===== config.mk =====
export PLATFORM = sky130hd
export DESIGN_NAME = gpio_crossbar
export DESIGN_NICKNAME = d
export VERILOG_FILES = /design/src/rtl/gpio_crossbar.sv
export SDC_FILE = /design/constraint.sdc
export NUM_CORES = 1
export LEC_CHECK = 0
export ABC_AREA = 1
export CAP_MARGIN = 30
export CORE_MARGIN = 10
export CORE_UTILIZATION = 62
export CTS_CLUSTER_DIAMETER = 30
export DETAILED_ROUTE_END_ITERATION = 8
export PLACE_DENSITY_LB_ADDON = 0.3
export SLEW_MARGIN = 25
export SYNTH_ARGS = -nofsm -noshare
export SYNTH_HDL_FRONTEND = slang
export SYNTH_SLANG_ARGS = --single-unit

===== constraint.sdc =====
create_clock -name clk -period 13 [get_ports clk]
set_input_delay 1.95 -clock clk [delete_from_list [all_inputs] [get_ports clk]]
set_output_delay 1.95 -clock clk [all_outputs]
set_load 0.1 [all_outputs]

===== src/rtl/gpio_crossbar.sv =====
// gpio_crossbar: N-input to M-output pin crossbar. Inputs are synchronised,
// each output selects any synchronised input with its own invert/enable, and
// remaps are break-before-make: the output is held low for GUARD cycles before
// the new source takes over.
module gpio_crossbar #(
   parameter int N_IN        = 16,
   parameter int N_OUT       = 16,
   parameter int SEL_W       = 4,
   parameter int IDX_W       = 5,
   parameter int SYNC_STAGES = 2,
   parameter int GUARD       = 4
) (
   input  logic               clk,
   input  logic               rst,
   input  logic [N_IN-1:0]    gpio_in,
   input  logic               cfg_valid,
   output logic               cfg_ready,
   input  logic [IDX_W-1:0]   cfg_idx,
   input  logic [SEL_W-1:0]   cfg_sel,
   input  logic               cfg_inv,
   input  logic               cfg_en,
   output logic               cfg_err,
   output logic [N_OUT-1:0]   out,
   output logic [N_OUT-1:0]   switching
);

   localparam int              N_SRC    = 1 << SEL_W;
   localparam logic [7:0]      LP_GUARD = 8'(GUARD);
   localparam logic [IDX_W:0]  LP_N_OUT = (IDX_W+1)'(N_OUT);
   localparam logic [SEL_W:0]  LP_N_IN  = (SEL_W+1)'(N_IN);

   logic [N_IN-1:0]   r_sync [SYNC_STAGES];
   logic [SEL_W-1:0]  r_act_sel [N_OUT];
   logic [SEL_W-1:0]  r_pend_sel [N_OUT];
   logic [7:0]        r_guard [N_OUT];
   logic [N_OUT-1:0]  r_act_inv;
   logic [N_OUT-1:0]  r_act_en;
   logic [N_OUT-1:0]  r_pend_inv;
   logic [N_OUT-1:0]  r_pend_en;
   logic [N_OUT-1:0]  r_out;
   logic              r_err;

   logic [N_SRC-1:0]  w_src;
   logic [N_OUT-1:0]  w_busy;
   logic [N_OUT-1:0]  w_hit;
   logic              w_ready;
   logic              w_accept;
   logic              w_bad;

   // Input synchroniser chain; the last stage is the usable copy of the pins.
   always_ff @(posedge clk or posedge rst) begin
      if (rst) begin
         for (int s = 0; s < SYNC_STAGES; s++) r_sync[s] <= '0;
      end else begin
         r_sync[0] <= gpio_in;
         for (int s = 1; s < SYNC_STAGES; s++) r_sync[s] <= r_sync[s-1];
      end
   end

   // Zero-pad so selectors beyond N_IN read a defined low source.
   assign w_src = N_SRC'(r_sync[SYNC_STAGES-1]);

   // Guard activity per output and config-port handshake decode.
   always_comb begin
      w_busy  = '0;
      w_hit   = '0;
      w_ready = 1'b1;
      for (int i = 0; i < N_OUT; i++) begin
         w_busy[i] = (r_guard[i] != 8'd0);
         if ((cfg_idx == IDX_W'(i)) && (r_guard[i] != 8'd0)) w_ready = 1'b0;
      end
      w_accept = cfg_valid && w_ready;
      w_bad    = ({1'b0, cfg_idx} >= LP_N_OUT) || ({1'b0, cfg_sel} >= LP_N_IN);
      for (int i = 0; i < N_OUT; i++) begin
         w_hit[i] = w_accept && !w_bad && (cfg_idx == IDX_W'(i));
      end
   end

   // Mapping table: new entries park in pending while the guard counts down,
   // then move to active on the last guard cycle.
   always_ff @(posedge clk or posedge rst) begin
      if (rst) begin
         for (int i = 0; i < N_OUT; i++) begin
            r_act_sel[i]  <= '0;
            r_pend_sel[i] <= '0;
            r_guard[i]    <= '0;
         end
         r_act_inv  <= '0;
         r_act_en   <= '0;
         r_pend_inv <= '0;
         r_pend_en  <= '0;
      end else begin
         for (int i = 0; i < N_OUT; i++) begin
            if (w_hit[i]) begin
               if (GUARD == 0) begin
                  r_act_sel[i] <= cfg_sel;
                  r_act_inv[i] <= cfg_inv;
                  r_act_en[i]  <= cfg_en;
               end else begin
                  r_pend_sel[i] <= cfg_sel;
                  r_pend_inv[i] <= cfg_inv;
                  r_pend_en[i]  <= cfg_en;
                  r_guard[i]    <= LP_GUARD;
               end
            end else if (w_busy[i]) begin
               r_guard[i] <= r_guard[i] - 8'd1;
               if (r_guard[i] == 8'd1) begin
                  r_act_sel[i] <= r_pend_sel[i];
                  r_act_inv[i] <= r_pend_inv[i];
                  r_act_en[i]  <= r_pend_en[i];
               end
            end
         end
      end
   end

   // Registered output pins (forced low while guarding or disabled) and reject pulse.
   always_ff @(posedge clk or posedge rst) begin
      if (rst) begin
         r_out <= '0;
         r_err <= 1'b0;
      end else begin
         for (int i = 0; i < N_OUT; i++) begin
            r_out[i] <= (w_busy[i] || !r_act_en[i]) ? 1'b0
                        : (w_src[r_act_sel[i]] ^ r_act_inv[i]);
         end
         r_err <= w_accept && w_bad;
      end
   end

   assign cfg_ready = w_ready;
   assign cfg_err   = r_err;
   assign out       = r_out;
   assign switching = w_busy;

endmodule

==> impl_metrics.tcl, run 1 <==
set metrics [dict create \
    outcome "completed" \
    initial_core_util_pct 62.66 \
    rsz0062_at_grt "no" \
    swShare_pct 33.86 \
    critPathBufInv 3 \
    synthesis.nets 2027 \
    rr_worst_depth 13 \
    synth.top_cell.area_share_pct 51.62 \
    cts_setup_buffers 0 \
    vias 14070 \
    initialDrtViolationCount 1107 \
    seq_power_share_pct 35.6 \
    crit_chain "clkdlybuf4s50_1, inv_2, nand3_1, nor2_1, o21ai_0, nand2_1, nor2_1, nand2_1, nor2_8, buf_2" \
    drt-total-wl_um 43890 \
    critical_path_class "input pin to output pin" \
    avgSynthCellArea_sq_um 9.126 \
    instances_no_fill 2462 \
    min_period_ns 6.359 \
    critPathLaunchType "input pin" \
    worstPathArrival_ns 4.41 \
    antenna_found_initial 2 \
    synth_warnings 0 \
    crit_path_end_kind "output pin" \
    cpLargestDelayFamily "buffers and inverters" \
    clock-sinks 369 \
    holdPathEnd "w_src[10]" \
    place_inst 2317 \
    hold_viol_final 0 \
    overflow 0 \
    netlist_top_cells_area "dfrtp_1, nand2_1, o21ai_0" \
    hold_buffers 0 \
    ys_async_sr_fraction_pct 100.0 \
    antenna_cells 0 \
    cap_violations 0 \
    die_area_sq_um 36040 \
    cts_resized 0 \
    cts_tree "done" \
    clockPowerShare_pct 39.6 \
    power.density_nw_per_um2 241.3 \
    peakVddDrop_uv 134.2 \
    drive_above_1_share_pct 13.81 \
    dr.pass1.iters 5 \
    leakagePower_nw 10.21 \
    yosys.area.top_type "dfrtp_1" \
    worstHoldStart "r_sync[26]" \
    hold_path_class "register to register" \
    grt_usage_pct 24.56 \
    path_clk_slew_ns 0.05 \
    routed_via_density 5.715 \
    drc_errors 0 \
    relSlewSlack_pct 31.03 \
    ys.flop_type "dfrtp_1" \
    rr_startpoint "r_guard[120]" \
    wl_per_cell_um 17.83 \
    htree_num_levels 3 \
    synth_edf_count 0 \
    switchingPower_mw 1.746 \
    mostFrequentLayoutCells "dfrtp_1, nand2_1, inv_1" \
    cts_root_buf "clkbuf_16" \
    fin_setup_tns_ns 0 \
    die-height_um 189.9 \
    hpwlAfterDp_um 25900 \
    ys_seq_area_share_pct 51.62 \
    finalClockSkew_ns 0.02582 \
    insertion_delay_ns 0.58 \
    p_int_mw 3.410 \
    r2r_end "r_pend_en[4]" \
    synthCells 1960 \
    numCtsBuffers 79 \
    gp_congestion 0.8590 \
    grt_max_degree 173 \
    grt_pass1_wl_um 72020 \
    slew_violations 0 \
    critPathMaxStageDelay_ns 0.55 \
    ios 64 \
    cp_slowest_cell "buf_2" \
    synth-seq-cells 369 \
    cts_buffer_depth 3 \
    portBuffers 63 \
    die_w_um 189.9 \
    ant_nets 0 \
    worstMarginPinSlew_ns 1.035 \
    comb_power_share_pct 24.8 \
    grt_pass1_vias 14180 \
    layout_worst_path_cycle_share_pct 48.92 \
    fp.coreArea_sq_um 28550 \
    crit_required_ns 11.05 \
    syn2layout_area_growth_pct 19.45 \
    setup_viol 0 \
    synth.cell_area_sq_um 17890 \
    cp_max_fo 19 \
    synth.distinct_cells 42 \
    r2r_setup_slack_ns 9.84 \
    final_common_cell "dfrtp_1" \
    hold_depth 0 \
    max_freq_mhz 157.2 \
    rows 62 \
    final_nets 2081 \
]
## how the worst max path moves through the flow
stage / to / depth (start not counted) / from / slack [ns]
global route: cfg_ready / 10 / cfg_idx[4] / 6.46
floorplan: cfg_err / 1 / rst / 0.80
detailed placement: cfg_ready / 10 / cfg_idx[4] / 6.63
finish: cfg_ready / 10 / cfg_idx[4] / 6.64
global placement: cfg_ready / 10 / cfg_idx[4] / 5.86
CTS: cfg_ready / 10 / cfg_idx[4] / 6.62
## power by group through the flow
| stage | Sequential [mW] | Combinational (mW) | Clock (mW) |
|---|---|---|---|
| final | 1.83 | 1.28 | 2.04 |
| after global routing | 1.88 | 1.47 | 2.12 |
| after CTS | 1.82 | 1.28 | 2.06 |
| after detailed placement | 1.83 | 1.25 | 0 |
| after global placement | 1.81 | 1.18 | 0 |
| after floorplan | 1.70 | 1.11 | 0 |
## layout make-up
type | instances | area (sq um)
Clock inverter | 51 | 620.6
Timing Repair Buffer | 65 | 648.1
Sequential cell | 369 | 9234
Fill cell | 1940 | 7181
Multi-Input combinational cell | 1305 | 7487
Tap cell | 384 | 480.5
Inverter | 194 | 740.7
Clock buffer | 94 | 2156
## metrics by stage
stage	setup WS, ns	power, mW	hold slack [ns]	instance area, sq um	util (%)
floorplan	0.8045	2.810	0.3312	17890	-
global placement	5.863	2.993	0.3337	18600	65.14
detailed placement	6.635	3.079	0.3356	18590	65.10
CTS	6.621	5.172	0.3462	21360	74.83
global route	6.457	5.474	0.3481	21370	74.85
finish	6.641	5.156	0.3428	21370	74.85
## synthesized netlist by cell type (37+ instances only)
cell	count
a21oi_1	122
clkbuf_1	71
dfrtp_1	369
ha_1	37
inv_1	179
mux2_2	64
nand2_1	355
nand3_1	114
nor2_1	149
o211ai_1	55
o21ai_0	147
xor2_1	53
## cells by family (layout without fill, tap and decap cells)
| family | after synthesis | in the layout | share of synthesized area [%] |
|---|---|---|---|
| and+or+nand+nor | 715 | 715 | 18.28 |
| AOI/OAI and AO/OA | 405 | 405 | 12.85 |
| DFF | 369 | 369 | 51.62 |
| buffers and inverters | 286 | 404 | 6.519 |
| xor gates and xnor gates | 84 | 84 | 4.113 |
| muxes | 64 | 64 | 4.029 |
| adders and majority gates | 37 | 37 | 2.588 |
## routing by layer
layer | vias up | wire, um | GRT usage, %
met2 | 512 | 20710 | 40.03
met4 | 2 | 1466 | 10.68
met5 | - | 13 | 0
met1 | 6807 | 18550 | 31.46
met3 | 121 | 3147 | 4.742
li1 | 6628 | - | -
## state kept, by name, summed over array words and instances, names as in the netlist
| name | cells |
|---|---|
| r_guard | 128 |
| r_pend_en | 16 |
| r_act_sel | 64 |
| r_pend_inv | 16 |
| w_src | 16 |
| r_pend_sel | 64 |
| r_act_en | 16 |
| out | 16 |
| r_act_inv | 16 |
| cfg_err | 1 |
| r_sync | 16 |
(Power assumes the default switching activity.)
==> inputs of run 2 (changes only) <==
==> constraint.sdc (replaced) <==
create_clock -name clk -period 6.11 [get_ports clk]
set_input_delay 0.9165 -clock clk [delete_from_list [all_inputs] [get_ports clk]]
set_output_delay 0.9165 -clock clk [all_outputs]
set_load 0.1 [all_outputs]
==> run 2 against run 1 <==
Compared with the run above: power grew 110%; global-route usage fell by 0.45 points; hold slack got worse by 0.0016 ns; wire length fell by 0.38%; clock skew rose by 0.0040 ns; largest power group unchanged; combinational power up 110%; setup slack worse by 4.7 ns; design area increased by 0.40%; via count is 0.13% lower; cell count up 0.20%; sequential power increased by 110%; register-to-register slack worse by 6.7 ns.
==> impl_metrics.tcl, run 2 (synthesis results as in run 1) <==
set metrics [dict create \
    cap_violations 0 \
    min_period_ns 4.211 \
    final_area_sq_um 21450 \
    critPathMaxStageDelay_ns 0.49 \
    cts_tree "done" \
    layout_worst_path_cycle_share_pct 68.92 \
    hold_buffers 0 \
    htree_num_levels 3 \
    ant_nets 0 \
    crit_chain "clkdlybuf4s50_1, inv_2, nand3_1, nor2_1, o21ai_0, nand2_1, nor2_1, nand2_1, nor2_8, buf_4" \
    grt_pass1_wl_um 70620 \
    path_clk_slew_ns 0.04 \
    worstPathArrival_ns 3.29 \
    peakVddDrop_uv 289.3 \
    clockPowerShare_pct 39.9 \
    max_freq_mhz 237.5 \
    initialDrtViolationCount 1222 \
    fin_setup_tns_ns 0 \
    cts_root_buf "clkbuf_16" \
    initial_core_util_pct 62.66 \
    drt-total-wl_um 43720 \
    critPathLaunchType "input pin" \
    cts_setup_buffers 0 \
    leakagePower_nw 10.26 \
    setup_viol 0 \
    cp_slowest_cell "clkdlybuf4s50_1" \
    hold_path_class "register to register" \
    cpLargestDelayFamily "buffers and inverters" \
    rows 62 \
    final_nets 2085 \
    critical_path_class "input pin to output pin" \
    critPathBufInv 3 \
    grt_max_degree 186 \
    vias 14050 \
    insertion_delay_ns 0.58 \
    cts_buffer_depth 3 \
    overflow 0 \
    wl_per_cell_um 17.72 \
    mostFrequentLayoutCells "dfrtp_1, nand2_1, inv_1" \
    ios 64 \
    antenna_cells 0 \
    fp.coreArea_sq_um 28550 \
    slew_violations 0 \
    placed_area_sq_um 18600 \
    dr.pass1.iters 6 \
    grt_pass1_vias 14010 \
    largestRegisters "r_guard x128, r_act_sel x64, r_pend_sel x64" \
    hpwlAfterDp_um 25800 \
    portBuffers 63 \
    die_area_sq_um 36040 \
    p_int_mw 7.373 \
    comb_power_share_pct 24.7 \
    final_common_cell "dfrtp_1" \
    switchingPower_mw 3.663 \
    gp_congestion 0.8248 \
    cts_resized 0 \
    relSlewSlack_pct 33.29 \
    grt_usage_pct 24.11 \
    power.density_nw_per_um2 514.4 \
    swShare_pct 33.20 \
    whs_ns 0.3412 \
    drive_above_1_share_pct 13.83 \
    top_register "r_guard" \
    numCtsBuffers 81 \
    worstMarginPinSlew_ns 0.9976 \
    crit_path_end_kind "output pin" \
    largest_register_ffs 128 \
    cp_max_fo 19 \
    antenna_found_initial 1 \
    rsz0062_at_grt "no" \
    hold_viol_final 0 \
    die-height_um 189.9 \
    crit_required_ns 5.19 \
    routed_via_density 5.696 \
    die_w_um 189.9 \
    syn2layout_area_growth_pct 19.94 \
    drc_errors 0 \
    seq_power_share_pct 35.4 \
    outcome "completed" \
    finalClockSkew_ns 0.02983 \
    clock-sinks 369 \
]
==> run 2: cell count changes in the layout (fill, tap and decap cells not counted), sizes merged <==
cell and delta:
clkbuf +13, clkinv -12, buf +2, inv +2
==> run 2: worst paths after layout <==
path | from | endpoint | slack [ns] | depth (start not counted)
setup / recovery | cfg_idx[4] | cfg_ready | 1.90 | 10
hold / removal | r_sync[17] | w_src[1] | 0.34 | 0
setup reg to reg | r_guard[120] | r_pend_inv[4] | 3.11 | 13
hold reg to reg | r_sync[17] | w_src[1] | 0.34 | 0
max in group asynchronous | rst | r_guard[21] | 4.38 | 4
min in group asynchronous | rst | r_pend_sel[42] | 0.82 | 3
==> run 2: metrics by stage <==
| stage | power, mW | instances | setup slack [ns] | utilization, % |
|---|---|---|---|---|
| 3_3_place_gp | 6.372 | 2317 | 1.955 | 65.16 |
| 3_5_place_dp | 6.559 | 2317 | 1.927 | 65.14 |
| 5_1_grt | 11.71 | 2467 | 1.814 | 75.15 |
| 6_report | 11.04 | 2467 | 1.899 | 75.15 |
| 2_1_floorplan | 5.980 | 1960 | 0.2413 | - |
| 4_1_cts | 11.06 | 2465 | 1.920 | 74.96 |
==> run 2: final cells by class <==
class	instances	area, sq um
repair buffers	67	718.2
clock inverters	41	484.2
inverters	194	732.0
clock buffers	107	2317
fillers	1939	7094
well taps	384	480.5
multi-input cells	1305	7487
flip-flops and latches	369	9234
==> run 2: worst register-to-register path, delay by kind of cell (launching register included) <==
family,cells,cell delay [ns]
DFF,1,0.41
adders and majority gates,1,0.20
buffers and inverters,2,0.15
AOI/OAI and AO/OA,1,0.11
and+or+nand+nor,9,1.96
==> run 2: layer usage <==
metal  vias to the layer above  share of wire, %  global-route usage (%)  routed length (um)
li1                       6666                 -                       -                   -
met1                      6746                41                   30.27               18040
met2                       498                47                   38.76               20630
met3                       140               7.7                   5.364                3365
met4                         2               3.8                   12.06                1664
met5                         -             0.041                       0                  18
==> run 2: power groups by stage <==
stage                     sequential [mW]  clock (mW)  combinational, mW
after floorplan                      3.61           0               2.37
final                                3.90        4.41               2.72
after detailed placement             3.90           0               2.66
after CTS                            3.89        4.44               2.73
after global routing                 4.01        4.58               3.12
after global placement               3.85           0               2.52
